File: src/rtl/rtc_arb_pkg.sv
// Shared types and constants for the RTC register-bus arbiter.
package rtc_arb_pkg;
    localparam int N_REQ       = 3;
    localparam int IDX_W       = 2;
    localparam int WD_W        = 9;
    localparam int TIMEOUT_DEF = 511;

    typedef enum logic [1:0] {IDLE, START, WAIT, DONE} arb_state_e;

    // Requester index successor, wrapping at N_REQ.
    function automatic logic [IDX_W-1:0] next_idx(input logic [IDX_W-1:0] i);
        return (i == IDX_W'(N_REQ - 1)) ? '0 : i + 1'b1;
    endfunction
endpackage

File: src/rtl/rtc_bus_arbiter_rr_pick.sv
// Combinational round-robin picker: first requester at or after ptr wins.
module rr_pick
    import rtc_arb_pkg::*;
(
    input  logic [N_REQ-1:0] req,
    input  logic [IDX_W-1:0] ptr,
    output logic [N_REQ-1:0] win,
    output logic [IDX_W-1:0] idx,
    output logic             any
);
    always_comb begin : pick
        logic [IDX_W-1:0] cand;
        cand = ptr;
        idx  = '0;
        any  = 1'b0;
        for (int k = 0; k < N_REQ; k++) begin
            if (!any && req[cand]) begin
                any = 1'b1;
                idx = cand;
            end
            cand = next_idx(cand);
        end
        win = any ? (N_REQ'(1) << idx) : '0;
    end
endmodule

File: src/rtl/rtc_bus_arbiter.sv
// Round-robin arbiter sharing the RTC register bus among three requesters,
// one complete start/done transaction at a time, with a WAIT watchdog.
module rtc_bus_arbiter
    import rtc_arb_pkg::*;
#(
    parameter int AW      = 8,
    parameter int DW      = 8,
    parameter int TIMEOUT = TIMEOUT_DEF
) (
    input  logic                clk,
    input  logic                reset,
    input  logic [N_REQ-1:0]    req,
    input  logic [N_REQ-1:0]    req_wr,
    input  logic [N_REQ*AW-1:0] req_addr,
    input  logic [N_REQ*DW-1:0] req_wdata,
    output logic [N_REQ-1:0]    gnt,
    output logic [N_REQ-1:0]    ack,
    output logic [N_REQ-1:0]    err,
    output logic [DW-1:0]       rdata,
    output logic                busy,
    output logic                bus_start,
    output logic                bus_wr,
    output logic [AW-1:0]       bus_addr,
    output logic [DW-1:0]       bus_wdata,
    input  logic                bus_done,
    input  logic [DW-1:0]       bus_rdata
);
    arb_state_e       state, state_d;
    logic [IDX_W-1:0] ptr, ptr_d, gidx, gidx_d;
    logic [WD_W-1:0]  wd_cnt, wd_d;
    logic [N_REQ-1:0] gnt_d, ack_d, err_d;
    logic [DW-1:0]    rdata_d, wdata_d;
    logic [AW-1:0]    addr_d;
    logic             busy_d, start_d, wr_d;

    logic [N_REQ-1:0] pick_win;
    logic [IDX_W-1:0] pick_idx;
    logic             pick_any;

    rr_pick u_pick (
        .req (req),
        .ptr (ptr),
        .win (pick_win),
        .idx (pick_idx),
        .any (pick_any)
    );

    always_comb begin
        state_d = state;
        ptr_d   = ptr;
        gidx_d  = gidx;
        wd_d    = wd_cnt;
        gnt_d   = gnt;
        ack_d   = '0;
        err_d   = '0;
        rdata_d = rdata;
        busy_d  = busy;
        start_d = 1'b0;
        wr_d    = bus_wr;
        addr_d  = bus_addr;
        wdata_d = bus_wdata;
        case (state)
            IDLE: if (pick_any) begin
                state_d = START;
                gnt_d   = pick_win;
                gidx_d  = pick_idx;
                busy_d  = 1'b1;
                start_d = 1'b1;
                wr_d    = req_wr[pick_idx];
                addr_d  = req_addr[pick_idx*AW +: AW];
                wdata_d = req_wdata[pick_idx*DW +: DW];
            end
            START: begin
                state_d = WAIT;
                wd_d    = '0;
            end
            WAIT: begin
                // done is checked first so a done on the final watchdog edge still acks
                if (bus_done) begin
                    state_d = DONE;
                    ack_d   = gnt;
                    if (!bus_wr) rdata_d = bus_rdata;
                end else if (wd_cnt == WD_W'(TIMEOUT - 1)) begin
                    state_d = DONE;
                    err_d   = gnt;
                    rdata_d = '0;
                end else begin
                    wd_d = wd_cnt + 1'b1;
                end
            end
            DONE: begin
                state_d = IDLE;
                gnt_d   = '0;
                busy_d  = 1'b0;
                ptr_d   = next_idx(gidx);
            end
            default: state_d = IDLE;
        endcase
    end

    always_ff @(posedge clk or posedge reset) begin
        if (reset) begin
            state     <= IDLE;
            ptr       <= '0;
            gidx      <= '0;
            wd_cnt    <= '0;
            gnt       <= '0;
            ack       <= '0;
            err       <= '0;
            rdata     <= '0;
            busy      <= 1'b0;
            bus_start <= 1'b0;
            bus_wr    <= 1'b0;
            bus_addr  <= '0;
            bus_wdata <= '0;
        end else begin
            state     <= state_d;
            ptr       <= ptr_d;
            gidx      <= gidx_d;
            wd_cnt    <= wd_d;
            gnt       <= gnt_d;
            ack       <= ack_d;
            err       <= err_d;
            rdata     <= rdata_d;
            busy      <= busy_d;
            bus_start <= start_d;
            bus_wr    <= wr_d;
            bus_addr  <= addr_d;
            bus_wdata <= wdata_d;
        end
    end
endmodule

File: config.mk
export PLATFORM = sky130hd
export DESIGN_NAME = rtc_bus_arbiter
export DESIGN_NICKNAME = d
export VERILOG_FILES = /design/src/rtl/rtc_arb_pkg.sv /design/src/rtl/rtc_bus_arbiter_rr_pick.sv /design/src/rtl/rtc_bus_arbiter.sv
export SDC_FILE = /design/constraint.sdc
export NUM_CORES = 1
export LEC_CHECK = 0
export BUFFER_PORTS_ARGS = -buffer_cell sky130_fd_sc_hd__buf_2
export CAP_MARGIN = 20
export CORE_MARGIN = 2
export CORE_UTILIZATION = 25
export DETAILED_ROUTE_END_ITERATION = 8
export REMOVE_ABC_BUFFERS = 1
export SKIP_CTS_REPAIR_TIMING = 1
export SYNTH_ARGS = -nofsm -noshare
export SYNTH_HDL_FRONTEND = slang
export SYNTH_SLANG_ARGS = --single-unit
export TNS_END_PERCENT = 50
File: constraint.sdc
create_clock -name clk -period 1.9 [get_ports clk]
set_input_delay 0.095 -clock clk [delete_from_list [all_inputs] [get_ports clk]]
set_output_delay 0.095 -clock clk [all_outputs]
set_load 0.01 [all_outputs]
# ---- Yosys cells after proc, flatten, opt, wreduce, memory -nomap -nowiden
# Cells that the tools add are included.
dict set report totals {
  input_bits 65
  regBits 51
  out_inout_bits 36
  word_cells 87
}
dict set report classes {
  addsub 4
  mux 38
  n_eq_ne 12
  magnitude_cmp 4
  shift 3
  n_reduce_logical 13
}
# cell count
set ops {}
lappend ops {{$shiftx 24x6->8} 2}
lappend ops {{$mux 8} 3}
lappend ops {{$mux 2} 9}
lappend ops {{$mux 3} 6}
lappend ops {{$mux 9} 2}
lappend ops {{$pmux 9 s2} 1}
lappend ops {{$lt 2x3->1 const B} 4}
lappend ops {{$eq 2x2->1 const B} 5}
lappend ops {{$mux 1} 10}
lappend ops {{$add 9x1->9 const B} 1}
lappend ops {{$eq 9x9->1 const B} 1}
lappend ops {{$bmux 1 s2} 4}
lappend ops {{$ne 2x2->1 const B} 4}
lappend ops {{$pmux 2 s4} 1}
lappend ops {{$add 2x1->2 const B} 3}
lappend ops {{$pmux 3 s2} 1}
lappend ops {{$reduce_and 2->1} 3}
lappend ops {{$reduce_and 3->1} 2}
lappend ops {{$reduce_bool 2->1} 3}
lappend ops {{$ne 3x3->1 const B} 1}
lappend ops {{$shl 1x2->3 const A} 1}
lappend ops {{$eq 2x1->1 const B} 1}
lappend ops {{$logic_and 1x1->1} 2}
lappend ops {{$logic_not 1->1} 2}
lappend ops {{other kinds (2)} 2}

# ---- Longest topological paths before layout
# Gate-level depths: netlist of the first run.
dict set report logic_depth {
  word_depth 12
  ltp_mapped 7
  ltp_nobuf 6
}

# ---- Cells and area by module
# A second synthesis of the first run with hierarchy kept.
dict set report hier_totals {
  cells_unflattened 259
  area_unflattened_um2 2598.7
}
# mod seq_area_each_um2 instances area_per_inst_um2 cells_each
set modules_own_cells {}
lappend modules_own_cells {rtc_bus_arbiter 1276.2 1 2509.9 244}
lappend modules_own_cells {rr_pick 0.0 1 88.8 15}

# ---- Worst setup path after synthesis of the first run
# OpenSTA, ideal clock, no wires.
dict set report synth_path {
  kind {reg-to-reg}
  start {register state[0]}
  end {register wd_cnt[4]}
  arrival_ns 1.546
  required_time_ns 1.823
  period_less_slack_ns 1.623
  setup_ns 0.077
  path_buffers 1
  stages_incl_launch_ff 8
  slack_ns 0.277
  cell_sequence {dfrtp_1 inv_1 ha_1 buf_2 and2b_2 o211ai_1 or3_1 a21oi_1}
}
dict set report synth_between {
  elab_chain_len 3
  word_cells_on_any_way 7
  cone_classes {4 x eq/ne; 1 x mux; 2 x reduce/logical}
}
# element line
set synth_lines {}
lappend synth_lines {{from (decl)} rtc_bus_arbiter.sv:28} ;# arb_state_e state, state_d;
lappend synth_lines {{from (signal assigned)} rtc_bus_arbiter.sv:117} ;# state <= state_d;
lappend synth_lines {{$eq 2x2->1 or $eq 2x1->1 (tied branches)} rtc_bus_arbiter.sv:62} ;# case (state)
lappend synth_lines {{$ne 2x2->1 (no source line) or $reduce_bool 2->1 (tied branches)} n/a}
lappend synth_lines {{$reduce_and 3->1 (no source line)} n/a}
lappend synth_lines {{to (signal assigned)} rtc_bus_arbiter.sv:120} ;# wd_cnt <= wd_d;
lappend synth_lines {{to (decl)} rtc_bus_arbiter.sv:30} ;# logic [WD_W-1:0] wd_cnt, wd_d;
# Parallel ways exist; a longest one is shown, timed or not.
# A chain may end at the register's enable or synchronous reset.

# ---- Worst setup path in the final report of the first run
dict set report layout_path {
  start {register wd_cnt[0]}
  end {register state[1]}
}
dict set report layout_between {
  elab_chain_len 3
}
# element line
set layout_lines {}
lappend layout_lines {{$eq 9x9->1} rtc_bus_arbiter.sv:83} ;# end else if (wd_cnt == WD_W'(TIMEOUT - 1)) begin
lappend layout_lines {{$ne 3x3->1 (no source line)} n/a}
lappend layout_lines {{$reduce_and 2->1 (no source line)} n/a}
# No other way between the ends.

==> results of run 1 <==
-- through the flow --
step | total power [uW] | std cells
after floorplan | 3150 | 240
after global placement | 4030 | 495
after detailed placement | 4080 | 495
after CTS | 5170 | 503
after global routing | 5490 | 504
final | 5110 | 504
-- cell usage in the layout, fill, tap and decap left out, drive strengths merged, types with 8 or more instances in the layout --
| master | synthesis | layout |
|---|---|---|
| buf | 20 | 115 |
| dfrtp | 51 | 51 |
| a41oi | 17 | 17 |
| inv | 7 | 8 |
| nand3 | 23 | 23 |
| o21ai | 12 | 12 |
| a22o | 9 | 9 |
| nor2 | 26 | 26 |
| nand4 | 21 | 21 |
| o221ai | 17 | 17 |
-- state kept, by name (all words and copies together), names as in the netlist, 2 cells and up --
name and count:
gnt 3, bus_addr 8, ptr 2, state 2, wd_cnt 9, err 3, rdata 8, bus_wdata 8
gidx 2, ack 3
-- routing by layer --
layer  global-route usage (%)  routed length (um)  vias up
met2                     21.2                3640      103
met1                     16.8                3460     1246
li1                         -                   -     1226
met5                        0                   0        -
met4                     3.00                  74        0
met3                     3.46                 585        8
-- critical path: cells and delay by family (launching register included) --
family	cells	cell delay [ns]
AO/OA/AOI/OAI	3	0.70
flip-flops	1	0.43
AND/OR/NAND/NOR	1	0.25
adder cells (fa/ha/maj)	1	0.17
buffers and inverters	1	0.08
-- logic make-up (layout without fill, tap and decap cells) --
group / Yosys count / count (layout) / share of synthesized area, %
AO/OA/AOI/OAI: 75 / 75 / 26.7
XOR/XNOR: 2 / 2 / 0.617
adder cells (fa/ha/maj): 7 / 7 / 3.08
multiplexers: 1 / 1 / 0.397
flip-flops: 51 / 51 / 45.0
AND/OR/NAND/NOR: 97 / 97 / 18.5
buffers and inverters: 27 / 131 / 5.82
-- worst max-delay path by stage --
stage | start | endpoint
after floorplan | ptr[1]$_DFFE_PP0P_ | bus_addr[3]$_DFFE_PP0P_
after global placement | wd_cnt[0]$_DFFE_PP0P_ | state[1]$_DFFE_PP0P_
after detailed placement | wd_cnt[0]$_DFFE_PP0P_ | rdata[3]$_DFFE_PP0P_
after CTS | wd_cnt[0]$_DFFE_PP0P_ | rdata[5]$_DFFE_PP0P_
after global routing | wd_cnt[0]$_DFFE_PP0P_ | state[1]$_DFFE_PP0P_
final | wd_cnt[0]$_DFFE_PP0P_ | state[1]$_DFFE_PP0P_
-- cell type report --
type                            instances  area, um2  share of cell area [%]
Clock inverter                          3       47.5                    1.29
Sequential cell                        51       1280                    34.6
Inverter                                7       26.3                   0.713
Multi-Input combinational cell        182       1400                    38.0
Clock buffer                            5        125                    3.39
Tap cell                              140        175                    4.75
Timing Repair Buffer                  116        636                    17.2
-- power by group through the flow --
stage | clock (uW) | sequential (uW) | combinational, uW
global placement | 0 | 1790 | 2230
detailed placement | 0 | 1790 | 2290
global route | 1140 | 1830 | 2520
floorplan | 0 | 1890 | 1260
finish | 1060 | 1770 | 2270
CTS | 1100 | 1780 | 2290
==> summary.md, run 1 <==
| Metric | Value |
|---|---|
| Status | `completed` |
| Kind of critical path | `register to register` |
| Hold EP | `rdata[6]$_DFFE_PP0P_` |
| Fin. Hold Viols | `0` |
| Critical Path RT | `2.09 ns` |
| Routed length per instance | `15.4 um` |
| Via/cell ratio | `5.13` |
| Sequential share of the synthesized area | `45.0%` |
| Mapped cell area | `2840 um2` |
| Hold WS | `between 0.02 and 0.025 ns` |
| 1st-iter DRT viols | `approximately 140` |
| Max-Cap Viols | `0` |
| Critical Path Slowest Stage Cell | `dfrtp_1` |
| Endpoint type of the worst setup path | `register` |
| FF-to-FF path depth | `6` |
| CORE AREA | `11000 um2` |
| Tcrit/Tclk final | `91.9%` |
| Place WS | `0.148 ns` |
| Critical Path, Cell by Cell | `inv_1 > ha_1 > nand4_1 > o21ai_2 > a21oi_1 > a31o_2` |
| CTS Buf Count | `5` |
| Flop pwr share | `34.7%` |
| P_int | `between 3000 and 4000 uW` |
| Crit path largest cell delay | `~0.43 ns` |
| Slew headroom | `around 67%` |
| R2R setup slack | `0.15 ns` |
| Starting density of the core | `25.8%` |
| Post-synth top cells | `dfrtp_1 (51), nor2_1 (26), nand3_1 (23)` |
| Ys flop type | `dfrtp_1` |
| Clock latency on the worst-skew pair | `0.30 ns` |
| Clock Tree Root | `clkbuf_16` |
| Worst r2r src | `wd_cnt[0]$_DFFE_PP0P_` |
| Clock Sink Count | `a little over 50` |
| Post-route DRC | `0` |
| Share of layout cells above drive strength 1 | `44.0%` |
| Clk buf depth | `2` |
| Grt total ovfl | `0` |
| Top Ports | `101` |
| Gr usage total | `12.8%` |
| Vias in the first global route | `2638` |
| Post-synth EDFFs | `0` |
| Ys async rst share | `100%` |
| Clock power share | `20.8%` |
| Largest net degree at the start of global routing | `between 50 and 60` |
| Layout area overhead | `29.9%` |
| Post-layout minimum cycle time | `1.75 ns` |
| Hold depth | `2` |
| ANT cells | `0` |
| Finished Cell Area | `3690 um2` |
| Post-Syn Area per Cell | `10.9 um2` |
| Worst setup SP type | `register` |
| Worst-margin pin slew | `0.498 ns` |
| Count leader, synth | `dfrtp_1` |
| Post-route setup slack | `0.154 ns` |
| NetSw | `2020 uW` |
| Antenna violations before repair | `0` |
| RePlAce Congestion | `between 0.7 and 0.8` |
| Fmax | `0.573 GHz` |
| Leakage | `~0.0017 uW` |
| Syn Inst Count | `260` |
| Setup Viol. Count Final | `0` |
| Htree depth | `2` |
| DRT antenna net count | `0` |
| Number of buffers added on ports | `100` |
| Max IR drop VDD | `0.591 mV` |
| Drt total wl | `roughly 7.8 mm` |
| Final Slew Violations | `0` |
| Critical R2R Capture | `state[1]$_DFFE_PP0P_` |
| HP Class | `input pin to register` |
| Worst hold start | `bus_rdata[6]` |
| Worst Skew | `0.00642 ns` |
| Synth top area cells | `dfrtp_1 (45%), a41oi_2 (5.7%), o221ai_2 (5.3%)` |
| Floorplan row count | `38` |
| Die height | `roughly 110 um` |
| CP Data Arrival Time | `1.94 ns` |
| Crit-path max FO | `9` |
| Die W | `111 um` |
| Post-synth cell types | `46` |
| First-pass GRT wire length | `approximately 13 mm` |
| Sw Ratio | `39.5%` |
| Final #Nets | `435` |
| Placed Area | `between 3000 and 4000 um2` |
| Drt pass-1 iters | `4` |
| Vias | `2583` |
| RSZ-0062 raised after global routing | `true` |
| Fin Setup TNS | `0 ns` |
| Yosys Warn Count | `0` |
| Fillers | `between 1000 and 1500` |
| Pwr dens | `between 1000 and 1500 nW/um2` |
| Combinational Power Share | `approximately 44%` |
| Die Area | `12200 um2` |
| Yosys top cell area share | `between 40 and 50%` |
| Yosys top cell by area | `dfrtp_1` |
| Worst-path clk slew | `0.07 ns` |
| FF+latch count, synth | `51` |
| CTS tree | `built` |
| Final core occ | `33.6%` |
| Dpl hpwl | `about 5.6 mm` |
Power figures use the tool's default switching activity.
==> run 2: changes to the inputs <==
--- a/config.mk
+++ b/config.mk
@@ -5,6 +5,7 @@
 export SDC_FILE = /design/constraint.sdc
 export NUM_CORES = 1
 export LEC_CHECK = 0
+export ABC_AREA = 1
 export BUFFER_PORTS_ARGS = -buffer_cell sky130_fd_sc_hd__buf_2
 export CAP_MARGIN = 20
 export CORE_MARGIN = 2
==> run 2 against run 1 <==
Net effect: flip-flop and latch count stayed put; utilization is 0.33 points lower; clock skew is 0.0088 ns higher; final area is 1.8% lower; power is 3.0% lower; first-iteration DRC count is 14% lower; critical endpoint is now bus_addr[0]$_DFFE_PP0P_; largest power group unchanged; highest routed layer unchanged.
==> summary.md, run 2 <==
| Metric | Value |
|---|---|
| Endpoint type of the worst setup path | `register` |
| Total power | `a little under 5000 uW` |
| Tcrit/Tclk final | `92.3%` |
| Layout area overhead | `29.3%` |
| Slew headroom | `around two thirds` |
| Crit path launch | `ptr[0]$_DFFE_PP0P_` |
| Clock latency on the worst-skew pair | `0.30 ns` |
| CORE AREA | `roughly 11000 um2` |
| Count leader, synth | `nand2_1` |
| Worst-margin pin slew | `0.525 ns` |
| Worst setup SP type | `register` |
| Largest reg by FF count | `wd_cnt` |
| Most frequent cells in the layout | `nand2_1 (162), buf_2 (100), dfrtp_1 (49), nand3_1 (40), inv_1 (36)` |
| Kind of critical path | `register to register` |
| Grt total ovfl | `0` |
| Die W | `between 100 and 150 um` |
| Ys async rst share | `100%` |
| Placed instance count | `621` |
| Status | `completed` |
| Crit-path max FO | `14` |
| First-pass GRT wire length | `12.6 mm` |
| Worst hold start | `bus_rdata[2]` |
| Max reg flops | `9` |
| Clock power share | `12.5%` |
| Clock Tree Root | `clkbuf_8` |
| Ys flop type | `dfrtp_1` |
| RSZ-0062 raised after global routing | `true` |
| Antenna violations before repair | `0` |
| Dpl hpwl | `5.84 mm` |
| Fmax | `0.570 GHz` |
| Vias | `around 2800` |
| Fin. Hold Viols | `0` |
| Floorplan row count | `38` |
| RePlAce Congestion | `between 0.8 and 0.9` |
| Leakage | `0.00202 uW` |
| Yosys top cell area share | `45.6%` |
| Die height | `110 um` |
| HP Class | `input pin to register` |
| Clock Sink Count | `51` |
| Fin Setup TNS | `0 ns` |
| Post-synth EDFFs | `0` |
| CP Data Arrival Time | `between 1.5 and 2 ns` |
| Syn Inst Count | `382` |
| Post-Syn Area per Cell | `7.33 um2` |
| Via/cell ratio | `4.37` |
| Hold WS | `approximately 0.022 ns` |
| Share of layout cells above drive strength 1 | `28.5%` |
| Synth top area cells | `dfrtp_1 (46%), nand2_1 (22%), nand3_1 (7.2%)` |
| P_int | `around 2700 uW` |
| Gr usage total | `13.4%` |
| Drt total wl | `~7.8 mm` |
| NetSw | `approximately 2300 uW` |
| Commonest non-fill, non-tap cell in the layout | `nand2_1` |
| Yosys Warn Count | `0` |
| Setup Viol. Count Final | `0` |
| Worst-path clk slew | `0.10 ns` |
| Post-layout minimum cycle time | `1.75 ns` |
| Vias in the first global route | `2671` |
| ANT cells | `0` |
| Flop pwr share | `35.0%` |
| Post-route DRC | `0` |
| Mapped cell area | `between 2000 and 3000 um2` |
| Post-route setup slack | `between 0.1 and 0.15 ns` |
| Pwr dens | `between 1000 and 1500 nW/um2` |
| 1st-iter DRT viols | `117` |
| Sw Ratio | `45.4%` |
| Final #Nets | `562` |
| Drt pass-1 iters | `4` |
| DRT antenna net count | `0` |
| Place WS | `0.0386 ns` |
| Max IR drop VDD | `between 0.4 and 0.5 mV` |
| Worst Skew | `0.0152 ns` |
| Starting density of the core | `25.7%` |
| Critical Path RT | `2.10 ns` |
| Die Area | `approximately 12000 um2` |
| FF+latch count, synth | `51` |
| Htree depth | `2` |
| Clk buf depth | `2` |
| CTS Buf Count | `5` |
| Sequential share of the synthesized area | `45.6%` |
| Non-filler instance count after layout | `between 600 and 700` |
| Routed length per instance | `12.3 um` |
| Max-Cap Viols | `0` |
| Post-synth top cells | `nand2_1 (163), dfrtp_1 (51), nand3_1 (40)` |
| CTS tree | `built` |
| Top Ports | `101` |
| Post-synth cell types | `26` |
| Combinational Power Share | `52.6%` |
| Worst r2r src | `ptr[0]$_DFFE_PP0P_` |
| Yosys top cell by area | `dfrtp_1` |
| Number of buffers added on ports | `100` |
| Largest net degree at the start of global routing | `25` |
| Final Slew Violations | `0` |
| Fillers | `1177` |
[run 2: cell families after synthesis]
group,count (synthesis),share of synthesized area [%]
xor gates and xnor gates,2,0.626
AOI/OAI and AO/OA,33,6.97
DFF,51,45.6
and+or+nand+nor,238,35.8
buffers and inverters,51,7.87
adders and majority gates,7,3.13
[run 2: layer usage]
layer,vias to the layer above,routed length (um),part of all wire [%],track usage (%)
met2,91,3840,49,23.8
met3,7,520,6.7,3.44
li1,1418,-,-,-
met1,1243,3290,42,15.9
met5,-,0,0,0
met4,0,115,1.5,3.44
[run 2: path summary, 6_finish.rpt]
path	to	slack, ns	depth (start not counted)
hold reg to reg	bus_wdata[5]$_DFFE_PP0P_	0.48	2
setup / recovery	bus_addr[0]$_DFFE_PP0P_	0.15	13
max in group asynchronous	ack[1]$_DFF_PP0_	0.92	4
min in group asynchronous	bus_start$_DFF_PP0_	0.36	3
hold / removal	rdata[2]$_DFFE_PP0P_	0.02	3
setup reg to reg	bus_addr[0]$_DFFE_PP0P_	0.15	13
[run 2: final cells by class]
cell class,instances,area [um2],share of cell area [%]
clock inverter,2,12.5,0.346
multi-input combinational,281,1330,36.7
tap,140,175,4.84
timing repair buffer,112,606,16.7
sequential,51,1280,35.3
inverter,39,146,4.04
clock buffer,6,72.6,2.00
[run 2: worst max-delay path, cell delays in order, from the launching register on]
cell and delay (ns):
dfrtp_2 0.48, inv_1 0.13, nor2_1 0.08, nand2_1 0.07
nand2_1 0.06, nor2_1 0.16, nand2_1 0.09, nor2_2 0.13
nor2_4 0.05, buf_4 0.18, nand2_1 0.08, nand2_1 0.06
nand2_1 0.06, nand2_1 0.05
[run 2: stage by stage]
step	utilization (%)	cell area, um2
floorplan	-	2730
global placement	32.1	3500
detailed placement	32.1	3500
CTS	32.9	3580
global route	33.2	3620
finish	33.2	3620
[run 2: power by group through the flow]
stage | sequential (uW) | combinational [uW] | clock, uW
floorplan | 1840 | 1450 | 0
global placement | 1730 | 2560 | 0
detailed placement | 1730 | 2610 | 0
CTS | 1720 | 2620 | 659
global route | 1790 | 3010 | 697
finish | 1730 | 2610 | 618
